`src/rtl/mem_store_sequencer.sv`:
```
// Store-button sequencer for the 4-byte latch memory.
// Debounces the button and drives a glitch-free setup/strobe/hold write.
module mem_store_sequencer #(
  parameter int DEBOUNCE_CYC = 16,
  parameter int SETUP_CYC    = 2,
  parameter int STROBE_CYC   = 2,
  parameter int HOLD_CYC     = 2,
  parameter int SCAN_CYC     = 8
) (
  input  logic       clk,
  input  logic       rst_n,
  input  logic       btn_raw,
  input  logic [7:0] data_in,
  input  logic       scan,
  output logic [7:0] data,
  output logic [1:0] addr,
  output logic       store,
  output logic       busy,
  output logic [7:0] wr_count
);

  typedef enum logic [2:0] {
    IDLE,
    SETUP,
    STROBE,
    HOLD,
    RELEASE,
    SCAN
  } state_e;

  localparam int DBW = $clog2(DEBOUNCE_CYC + 1);
  localparam logic [DBW-1:0] DB_LAST = DBW'(DEBOUNCE_CYC - 1);
  localparam logic [7:0] SETUP_LAST  = 8'(SETUP_CYC - 1);
  localparam logic [7:0] STROBE_LAST = 8'(STROBE_CYC - 1);
  localparam logic [7:0] HOLD_LAST   = 8'(HOLD_CYC - 1);
  localparam logic [7:0] SCAN_LAST   = 8'(SCAN_CYC - 1);

  logic           btn_meta_q, btn_sync_q;
  logic           scan_meta_q, scan_sync_q;
  logic [DBW-1:0] db_cnt_q, db_cnt_d;
  logic           btn_db_q, btn_db_d;
  logic           press_q, press_d;
  state_e         state_q, state_d;
  logic [7:0]     tmr_q, tmr_d;
  logic [7:0]     data_q, data_d;
  logic [1:0]     addr_q, addr_d;
  logic           store_q, store_d;
  logic           busy_q, busy_d;
  logic [7:0]     wr_count_q, wr_count_d;

  // Two-flop synchronizers for the asynchronous board inputs.
  always_ff @(posedge clk or negedge rst_n) begin
    if (!rst_n) begin
      btn_meta_q  <= 1'b0;
      btn_sync_q  <= 1'b0;
      scan_meta_q <= 1'b0;
      scan_sync_q <= 1'b0;
    end else begin
      btn_meta_q  <= btn_raw;
      btn_sync_q  <= btn_meta_q;
      scan_meta_q <= scan;
      scan_sync_q <= scan_meta_q;
    end
  end

  // Debounce: flip only after DEBOUNCE_CYC consecutive disagreeing samples.
  always_comb begin
    db_cnt_d = '0;
    btn_db_d = btn_db_q;
    press_d  = 1'b0;
    if (btn_sync_q != btn_db_q) begin
      if (db_cnt_q == DB_LAST) begin
        btn_db_d = ~btn_db_q;
        press_d  = ~btn_db_q;
      end else begin
        db_cnt_d = db_cnt_q + 1'b1;
      end
    end
  end

  // Sequencer next state; store/busy are registered from the next state.
  always_comb begin
    state_d    = state_q;
    tmr_d      = tmr_q;
    data_d     = data_q;
    addr_d     = addr_q;
    wr_count_d = wr_count_q;
    unique case (state_q)
      IDLE: begin
        if (scan_sync_q) begin
          state_d = SCAN;
          tmr_d   = '0;
        end else if (press_q) begin
          state_d = SETUP;
          tmr_d   = '0;
          data_d  = data_in;
        end
      end
      SETUP: begin
        if (tmr_q == SETUP_LAST) begin
          state_d = STROBE;
          tmr_d   = '0;
        end else begin
          tmr_d = tmr_q + 8'd1;
        end
      end
      STROBE: begin
        if (tmr_q == STROBE_LAST) begin
          state_d = HOLD;
          tmr_d   = '0;
        end else begin
          tmr_d = tmr_q + 8'd1;
        end
      end
      HOLD: begin
        if (tmr_q == HOLD_LAST) begin
          state_d    = RELEASE;
          tmr_d      = '0;
          addr_d     = addr_q + 2'd1;
          wr_count_d = wr_count_q + 8'd1;
        end else begin
          tmr_d = tmr_q + 8'd1;
        end
      end
      RELEASE: begin
        if (!btn_db_q) state_d = IDLE;
      end
      SCAN: begin
        if (!scan_sync_q) begin
          state_d = IDLE;
          tmr_d   = '0;
        end else if (tmr_q == SCAN_LAST) begin
          tmr_d  = '0;
          addr_d = addr_q + 2'd1;
        end else begin
          tmr_d = tmr_q + 8'd1;
        end
      end
      default: state_d = IDLE;
    endcase
    store_d = (state_d == STROBE);
    busy_d  = (state_d != IDLE);
  end

  // State and output registers.
  always_ff @(posedge clk or negedge rst_n) begin
    if (!rst_n) begin
      db_cnt_q   <= '0;
      btn_db_q   <= 1'b0;
      press_q    <= 1'b0;
      state_q    <= IDLE;
      tmr_q      <= '0;
      data_q     <= '0;
      addr_q     <= '0;
      store_q    <= 1'b0;
      busy_q     <= 1'b0;
      wr_count_q <= '0;
    end else begin
      db_cnt_q   <= db_cnt_d;
      btn_db_q   <= btn_db_d;
      press_q    <= press_d;
      state_q    <= state_d;
      tmr_q      <= tmr_d;
      data_q     <= data_d;
      addr_q     <= addr_d;
      store_q    <= store_d;
      busy_q     <= busy_d;
      wr_count_q <= wr_count_d;
    end
  end

  assign data     = data_q;
  assign addr     = addr_q;
  assign store    = store_q;
  assign busy     = busy_q;
  assign wr_count = wr_count_q;

endmodule

```
`config.mk`:
```
export PLATFORM = sky130hd
export DESIGN_NAME = mem_store_sequencer
export DESIGN_NICKNAME = d
export VERILOG_FILES = /design/src/rtl/mem_store_sequencer.sv
export SDC_FILE = /design/constraint.sdc
export NUM_CORES = 1
export LEC_CHECK = 0
export CAP_MARGIN = 20
export CORE_MARGIN = 2
export CORE_UTILIZATION = 57
export CTS_CLUSTER_DIAMETER = 200
export DETAILED_ROUTE_END_ITERATION = 8
export PLACE_DENSITY = 0.83
export SETUP_SLACK_MARGIN = 0.2
export SLEW_MARGIN = 20
export SYNTH_ARGS = -nofsm -noshare
export SYNTH_HDL_FRONTEND = slang
export SYNTH_SLANG_ARGS = --single-unit
```
`constraint.sdc`:
```
create_clock -name clk -period 4.63 [get_ports clk]
set_input_delay 1.389 -clock clk [delete_from_list [all_inputs] [get_ports clk]]
set_output_delay 1.389 -clock clk [all_outputs]
set_load 0.02 [all_outputs]
```
==> flow_metrics.tcl <==
set metrics [dict create \
    clock_latency_ps 360 \
    cts_resized 0 \
    drt-initial-drc-count 49 \
    gp_congestion 0.8009 \
    cts_buffers 5 \
    crit_arrival_ps 1430 \
    grtUsageTotal_pct 20.39 \
    die_w_um 63.14 \
    drt_wl_total_um 3575 \
    avgSynthCellArea_um2 10.89 \
    setup_violations 0 \
    cpPeakStageDelay_ps 630 \
    cts_tree "done" \
    hold_viol_final 0 \
    end_kind "output port" \
    syn_nets 199 \
    clock-sinks 42 \
    cap_violations 0 \
    num_rows 21 \
    post-route-period-util_pct 60.78 \
    postCtsSetupBuffers 0 \
    critPathKind "reg -> out" \
    antenna_cells 0 \
    grt_first_pass_wirelength_um 6403 \
    post-dp-hpwl_um 2587 \
    yosys.cell_types.count 42 \
    netlist_top_cells_area "dfrtp_1 (53%), mux2_2 (5.1%), xnor2_1 (4.0%), nand2_1 (3.2%), ha_1 (2.5%)" \
    ys_ff_latch 42 \
    dr.pass1.iters 4 \
    initial_core_util_pct 59.73 \
    crit_buf_inv 1 \
    max_freq_mhz 355.4 \
    path_cells "clkdlybuf4s50_1" \
    power_mw 1.043 \
    overflow 0 \
    cts_max_level 2 \
    powerDensity_nw_per_um2 437.9 \
    synth_area_leader_cell "dfrtp_1" \
    finalMaxSlewViolations 0 \
    fin_nets 228 \
    drt.antenna.violating_nets 0 \
    cpMaxStageDelayCell "clkdlybuf4s50_1" \
    multi_input_area_um2 863.3 \
    syn-cell-area_um2 1993 \
    fin_tns_setup_ps 0 \
    cp-start-kind "flip-flop" \
    min_period_ps 2814 \
    status "finished clean" \
    area_growth_pct 19.46 \
    dieArea_um2 3986 \
    vdd_drop_max_mv 0.2298 \
    fp.dieH_um 63.14 \
    hold_buffers 0 \
    critPathMaxFanout 5 \
    yosys.area.top_type_share_pct 52.73 \
    cp_top_family "buffers and inverters" \
    seqCellArea_um2 1051 \
    synthCells 183 \
    grt_max_degree 43 \
    routedWlPerCell_um 13.80 \
    vias 1482 \
    placement.io_buffers 31 \
    relSlewSlack_pct 40.78 \
    clk_path_buf_depth 2 \
    clk_pin_slew_ps 120 \
    required_ps 3240 \
    tightest_slew_ps 888.3 \
    synth.yosys.seq_area_share_pct 52.73 \
    io_pins 32 \
    core_area_um2 3337 \
    rsz0062_at_grt "false" \
    fin_skew_ps 7.906 \
    routed_via_density 5.722 \
    grt_antenna_before_repair 0 \
    drive_above_1_share_pct 10.33 \
    p_leak_nw 1.016 \
    nFillCells 246 \
    grt_pass1_vias 1401 \
    remaining_drc_errors 0 \
    cts_root_buf "clkbuf_4" \
    ys.warnings.count 0 \
    hold_path.class "reg -> reg" \
]
-- cell usage in the layout (no fill, tap or decap), types with 2 or more instances in the layout --
cell / n
nand2b_1: 4
nor3b_1: 2
o21bai_1: 2
dfrtp_1: 42
nor4_1: 2
nor3_1: 5
nand4_1: 3
or4_4: 2
a21oi_1: 8
clkdlybuf4s50_1: 30
o21ai_0: 7
nand4b_1: 3
ha_1: 4
nor2b_1: 3
and3_1: 2
mux2_2: 9
and3b_1: 2
inv_1: 6
nor3_2: 2
o22ai_1: 4
clkbuf_4: 5
nand2_1: 17
o211ai_1: 3
or3_1: 2
xor2_1: 3
xnor2_1: 9
nor2_1: 8
nand3_1: 6
-- synthesized netlist by cell type --
| library cell | instances |
|---|---|
| a21oi_1 | 8 |
| a31oi_1 | 1 |
| a41oi_1 | 1 |
| and2_1 | 1 |
| and3_1 | 2 |
| and3b_1 | 2 |
| and4_1 | 1 |
| buf_6 | 3 |
| clkbuf_1 | 6 |
| dfrtp_1 | 42 |
| ha_1 | 4 |
| inv_1 | 6 |
| mux2_2 | 9 |
| mux2i_1 | 1 |
| nand2_1 | 17 |
| nand2b_1 | 4 |
| nand3_1 | 6 |
| nand4_1 | 3 |
| nand4b_1 | 3 |
| nor2_1 | 8 |
| nor2b_1 | 3 |
| nor3_1 | 5 |
| nor3_2 | 2 |
| nor3b_1 | 2 |
| nor4_1 | 2 |
| nor4b_1 | 1 |
| o2111ai_1 | 1 |
| o211ai_1 | 3 |
| o21a_1 | 1 |
| o21ai_0 | 7 |
| o21bai_1 | 2 |
| o22a_1 | 1 |
| o22ai_1 | 4 |
| o311ai_0 | 1 |
| o31ai_1 | 1 |
| or3_1 | 2 |
| or4_1 | 1 |
| or4_4 | 2 |
| or4b_1 | 1 |
| or4bb_1 | 1 |
| xnor2_1 | 9 |
| xor2_1 | 3 |
-- worst register-to-register path: cells and delay by family, from the launching register on --
kind          cells  cell delay, ps
xor+xnor          1             160
simple gates      3            1390
flops             1             500
-- final timing paths --
path                            slack, ps           to   startpoint  cells past startpoint
worst max-delay path                 1820  wr_count[2]  wr_count[2]                      1
worst min-delay path                  360  scan_sync_q  scan_meta_q                      0
worst max register to register       2520  wr_count[5]     tmr_q[3]                      4
worst min register to register        360  scan_sync_q  scan_meta_q                      0
max in group asynchronous            2940  db_cnt_q[4]        rst_n                      1
min in group asynchronous            1140   state_q[2]        rst_n                      1
-- cell families after synthesis --
logic type / Yosys count / share of synthesized area [%]
xor+xnor: 12 / 5.274
mux: 10 / 5.587
flops: 42 / 52.73
buf+inv: 15 / 3.955
simple gates: 69 / 20.21
fa+ha+maj: 4 / 2.511
compound gates: 31 / 9.730
-- layout make-up --
| type | instances | share of cell area [%] |
|---|---|---|
| clock buffer | 5 | 1.576 |
| clock inverter | 3 | 1.839 |
| inverter | 6 | 0.9459 |
| multi-input combinational | 126 | 36.26 |
| sequential | 42 | 44.14 |
| tap | 46 | 2.417 |
| timing repair buffer | 31 | 12.82 |
-- stage by stage --
stage	util, %	instances	hold slack (ps)	instance area (µm²)	setup slack, ps
3_5_place_dp	68.92	251	337.1	2300	2212
4_1_cts	71.35	259	365.6	2381	1807
5_1_grt	71.35	259	375.4	2381	1751
3_3_place_gp	68.92	251	334.3	2300	2229
6_report	71.35	259	362.9	2381	1816
2_1_floorplan	-	183	331.2	1993	2516
-- routing by layer --
metal,wire length [µm],global-route usage [%],vias to the layer above
met2,1816,34.71,51
met1,1492,25.99,716
met3,211,4.821,6
met4,55,5.833,0
met5,0,0,-
li1,-,-,709
-- state kept, by name, summed over array words and instances, names as in the netlist, 2 cells and up --
register	count
addr	2
data	8
db_cnt_q	5
state_q	3
tmr_q	8
wr_count	8
-- power breakdown --
part           leakage (nW)  switching, mW  total, mW  internal, mW
Combinational         0.428          0.175      0.322         0.147
Clock                0.0456          0.121      0.236         0.115
Sequential            0.543         0.0661      0.485         0.419
Total                  1.02          0.362       1.04         0.681
No activity file was read; power rests on OpenSTA's default activity.
